### config.mk
export PLATFORM = sky130hd
export DESIGN_NAME = regs_scpu
export DESIGN_NICKNAME = d
export VERILOG_FILES = /design/src/rtl/scpu_pkg.sv /design/src/rtl/regs_read_port.sv /design/src/rtl/regs_scpu.sv
export SDC_FILE = /design/constraint.sdc
export NUM_CORES = 2
export LEC_CHECK = 0
export BUFFER_PORTS_ARGS = -buffer_cell sky130_fd_sc_hd__buf_2
export CORE_MARGIN = 3
export CORE_UTILIZATION = 50
export DETAILED_ROUTE_END_ITERATION = 8
export PLACE_DENSITY = 0.67
export SYNTH_ARGS = -nofsm -noshare
export SYNTH_HDL_FRONTEND = slang
export SYNTH_SLANG_ARGS = --single-unit
### constraint.sdc
create_clock -name clk -period 3.75 [get_ports clk]
set_input_delay 0.375 -clock clk [delete_from_list [all_inputs] [get_ports clk]]
set_output_delay 0.375 -clock clk [all_outputs]
set_load 0.005 [all_outputs]
### src/rtl/scpu_pkg.sv
// Shared definitions for the single-cycle CPU datapath.
//   SCPU_DATA_W : default register/data width
//   SCPU_ADDR_W : default register index width
//   REG_ZERO    : index of the hardwired-zero register
package scpu_pkg;

    localparam int SCPU_DATA_W = 32;
    localparam int SCPU_ADDR_W = 5;
    localparam int REG_ZERO    = 0;

endpackage

### src/rtl/regs_read_port.sv
// One combinational read port of the register file.
//   addr    : register index to read
//   rf      : flattened register contents (entry 0 is constant zero)
//   wr_en   : qualified write enable (already gated by reset)
//   wd_addr : write index
//   wd_data : write data
//   data    : read result
// BYPASS=1 forwards the in-flight write data when the write index matches.
module regs_read_port
    import scpu_pkg::*;
#(
    parameter int DATA_W = SCPU_DATA_W,
    parameter int ADDR_W = SCPU_ADDR_W,
    parameter bit BYPASS = 1'b1
) (
    input  logic [ADDR_W-1:0]                     addr,
    input  logic [2**ADDR_W-1:0][DATA_W-1:0]      rf,
    input  logic                                  wr_en,
    input  logic [ADDR_W-1:0]                     wd_addr,
    input  logic [DATA_W-1:0]                     wd_data,
    output logic [DATA_W-1:0]                     data
);

    always_comb begin
        data = rf[addr];
        if (BYPASS && wr_en && (wd_addr != ADDR_W'(REG_ZERO)) && (wd_addr == addr)) begin
            data = wd_data;
        end
        // Register zero wins over any forwarding.
        if (addr == ADDR_W'(REG_ZERO)) begin
            data = '0;
        end
    end

endmodule

### src/rtl/regs_scpu.sv
// General-purpose register file for the single-cycle CPU.
//   clk      : clock, writes on rising edge
//   rst_n    : asynchronous active-low reset, clears all registers
//   rs_addr  / rs_data  : read port 1 (ALU A operand)
//   rt_addr  / rt_data  : read port 2 (ALU B-side mux)
//   we, wd_addr, wd_data: write-back port
//   dbg_addr / dbg_data : debug read port, never forwarded
// Register 0 has no storage and always reads as zero.
module regs_scpu
    import scpu_pkg::*;
#(
    parameter int DATA_W = SCPU_DATA_W,
    parameter int ADDR_W = SCPU_ADDR_W,
    parameter bit BYPASS = 1'b1
) (
    input  logic              clk,
    input  logic              rst_n,
    input  logic [ADDR_W-1:0] rs_addr,
    output logic [DATA_W-1:0] rs_data,
    input  logic [ADDR_W-1:0] rt_addr,
    output logic [DATA_W-1:0] rt_data,
    input  logic              we,
    input  logic [ADDR_W-1:0] wd_addr,
    input  logic [DATA_W-1:0] wd_data,
    input  logic [ADDR_W-1:0] dbg_addr,
    output logic [DATA_W-1:0] dbg_data
);

    localparam int NREG = 2**ADDR_W;

    logic [DATA_W-1:0]            mem [1:NREG-1];
    logic [NREG-1:0][DATA_W-1:0]  rf;
    logic                         wr_en;

    // Forwarding must not leak write data onto the read ports while
    // reset is held, so the enable seen by the ports is reset-qualified.
    assign wr_en = we & rst_n;

    always_ff @(posedge clk or negedge rst_n) begin
        if (!rst_n) begin
            for (int k = 1; k < NREG; k++) begin
                mem[k] <= '0;
            end
        end else if (we && (wd_addr != ADDR_W'(REG_ZERO))) begin
            mem[wd_addr] <= wd_data;
        end
    end

    always_comb begin
        rf[0] = '0;
        for (int k = 1; k < NREG; k++) begin
            rf[k] = mem[k];
        end
    end

    regs_read_port #(.DATA_W(DATA_W), .ADDR_W(ADDR_W), .BYPASS(BYPASS)) u_rs (
        .addr    (rs_addr),
        .rf      (rf),
        .wr_en   (wr_en),
        .wd_addr (wd_addr),
        .wd_data (wd_data),
        .data    (rs_data)
    );

    regs_read_port #(.DATA_W(DATA_W), .ADDR_W(ADDR_W), .BYPASS(BYPASS)) u_rt (
        .addr    (rt_addr),
        .rf      (rf),
        .wr_en   (wr_en),
        .wd_addr (wd_addr),
        .wd_data (wd_data),
        .data    (rt_data)
    );

    regs_read_port #(.DATA_W(DATA_W), .ADDR_W(ADDR_W), .BYPASS(1'b0)) u_dbg (
        .addr    (dbg_addr),
        .rf      (rf),
        .wr_en   (wr_en),
        .wd_addr (wd_addr),
        .wd_data (wd_data),
        .data    (dbg_data)
    );

endmodule
==> flow_summary.json <==
{
  "antenna_found_initial": 9,
  "powerDensity_nw_per_um2": 516,
  "setup_tns_ns": 0,
  "nNetsFinal": 4127,
  "total_power_uw": 35000,
  "min_path_type": "in2async",
  "rows": 127,
  "final_area_um2": 67900,
  "critPathLaunch": "rst_n",
  "cts-resized-gates": 0,
  "synthCells": 4115,
  "peakVddDrop_mv": 0.368,
  "synth-edff-count": 0,
  "ant_nets": 0,
  "rsz0062_at_grt": "false",
  "skew_ns": 0,
  "drive_gt1_share_pct": 58.3,
  "place.gp.congestion": 0.843,
  "cts_tree": "built",
  "insertion_delay_ns": 0.68,
  "hold_viol": 0,
  "dp_hpwl_mm": 121,
  "drv_cap": 0,
  "wl_per_cell_um": 36.6,
  "crit_arrival_ns": 2.88,
  "die_h_um": 354,
  "grt_pass1_vias": 42900,
  "viasPerCell": 7.30,
  "critical_path_class": "in2out",
  "wirelength_mm": 211,
  "critPathRequiredTime_ns": 3.38,
  "seq_area_um2": 24800,
  "p_leak_uw": 0.0282,
  "synth_async_sr_flop_share_pct": 100,
  "grt_first_pass_wirelength_mm": 307,
  "fin_crit_ns": 3.25,
  "drv_slew": 0,
  "rrSetupSlack_ns": 2.93,
  "clock_path_buffers": 3,
  "dieArea_um2": 126000,
  "grt_use_total_pct": 33.7,
  "status": "finished, final reports clean",
  "relSlewSlack_pct": 12.9,
  "syn2layout_area_growth_pct": 11.8,
  "drc": 0,
  "postSynthAreaPerCell_um2": 14.8,
  "largest_register_ffs": 992,
  "synth-main-ff-cell": "dfrtp_1",
  "fmax_mhz": 307,
  "vias": 42200,
  "ys_seq_elements": 992,
  "path_clk_slew_ns": 0.06,
  "drt-initial-drc-count": 5015,
  "cp-start-kind": "primary input",
  "grt-ovfl-total": 0,
  "cts-root-buf": "clkbuf_16",
  "io_buffers": 150,
  "dr.pass1.iters": 8,
  "setup_viol": 0,
  "cp-end-kind": "primary output",
  "path_max_fanout": 32,
  "syn_area_um2": 60700,
  "r2r_end": "mem[442]",
  "reg_top3": "mem: 992 flops",
  "post-route-util_pct": 56.4,
  "cts_buffers": 111,
  "fill_cells": 9614,
  "rr_startpoint": "mem[442]",
  "cts_htree_levels": 3,
  "grt_max_degree": 181,
  "placed_area_um2": 64000,
  "worstMarginPinSlew_ns": 1.30,
  "post-route-period-util_pct": 86.7,
  "floorplan.initialDensity_pct": 50.5,
  "multi_input_area_um2": 34200,
  "largest_register": "mem",
  "yosys_warnings": 0,
  "ys_seq_area_share_pct": 40.9,
  "coreArea_um2": 120000,
  "rr_worst_depth": 1,
  "die_x_um": 354,
  "syn_nets": 4170,
  "synth_cell_type_count": 44,
  "ios": 151,
  "cts.sinks": 992
}
==> per-layer routing <==
| metal | GRT usage (%) | wire length (um) |
|---|---|---|
| met5 | 0 | 9 |
| met4 | 16.5 | 12000 |
| met3 | 9.52 | 24100 |
| met2 | 49.9 | 93500 |
| met1 | 46.0 | 81800 |
==> cell usage after synthesis (5+ instances only) <==
master | count | area (um^2)
mux4_2 | 690 | 15500
buf_1 | 61 | 229
nor2b_1 | 5 | 31.3
clkbuf_1 | 288 | 1080
nor2_1 | 67 | 251
dfrtp_1 | 992 | 24800
a221oi_1 | 38 | 333
nand2_1 | 97 | 364
o22a_1 | 30 | 263
o21ai_0 | 49 | 245
xor2_1 | 6 | 52.6
nor3_1 | 8 | 40.0
o41ai_1 | 30 | 263
nand3_1 | 8 | 40.0
nand2b_1 | 7 | 43.8
nand3b_1 | 5 | 37.5
a21boi_0 | 30 | 225
and3_1 | 31 | 194
nor3b_1 | 5 | 37.5
mux2i_1 | 26 | 260
a22o_1 | 32 | 280
mux2_2 | 1174 | 13200
a22oi_1 | 181 | 1360
o22ai_1 | 63 | 394
a31oi_1 | 33 | 206
buf_2 | 122 | 611
==> layout make-up <==
class                      count  share of cell area (%)
multi-input combinational   2641                    50.4
sequential                   992                    36.6
clock buffer                 156                    4.80
timing repair buffer         322                    4.28
tap                         1612                    2.97
clock inverter                49                   0.889
antenna                        7                  0.0258
inverter                       4                  0.0221
==> timing repair <==
item / 4_1_cts / 5_1_grt
buffers inserted: 0 / 0
hold buffers: 1 / 0
setup endpoints to repair: 0 / 0
endpoints found under the hold margin: 26 / 0
==> metrics by stage <==
step / setup slack, ns / std cells / hold WS (ns)
2_1_floorplan: 1.11 / 4115 / 0.0794
3_3_place_gp: 0.625 / 5570 / 0.285
3_5_place_dp: 0.623 / 5570 / 0.281
4_1_cts: 0.561 / 5776 / 0.131
5_1_grt: 0.397 / 5777 / 0.175
6_report: 0.497 / 5783 / 0.151
==> critical path, cell delays in order <==
cell and delay (ns):
dlygate4sd3_1 0.56, buf_8 0.30, nand2_1 0.09, a21oi_1 0.19
nand4_1 0.20, buf_4 0.35, a31oi_1 0.42, buf_4 0.21
buf_2 0.11
==> report_power, final <==
group	internal, uW	switching (uW)
logic	5270	3360
clock network	6860	4720
registers	12800	1980
total	24900	10100
==> logic make-up (layout without fill, tap and decap cells) <==
logic type / after synthesis / in the layout / synth area share [%]
other: 0 / 7 / 0
DFF: 992 / 992 / 40.9
muxes: 1890 / 1890 / 47.8
AOI/OAI and AO/OA: 499 / 499 / 6.05
xor gates and xnor gates: 10 / 10 / 0.144
and+or+nand+nor: 242 / 242 / 1.81
buffers and inverters: 482 / 531 / 3.30
==> placed cells by master (no fill, tap or decap), types with 32 or more instances in the layout <==
cell type and instances:
o21ai_0 49, buf_2 138, a221oi_1 38, a22oi_1 181, clkbuf_16 111, mux4_2 690, dfrtp_1 992, nand2_1 78
mux2_2 1174, buf_12 62, o22ai_1 63, nor2_1 42, buf_4 113, a22o_1 32, a31oi_1 33
==> worst max-delay path by stage <==
| stage | endpoint | depth (start not counted) |
|---|---|---|
| 2_1_floorplan | dbg_data[10] | 5 |
| 4_1_cts | rt_data[4] | 9 |
| 3_5_place_dp | dbg_data[27] | 7 |
| 6_report | rt_data[4] | 9 |
| 5_1_grt | rt_data[4] | 9 |
| 3_3_place_gp | dbg_data[28] | 6 |
Note: power is estimated with default switching activity, not from simulation.
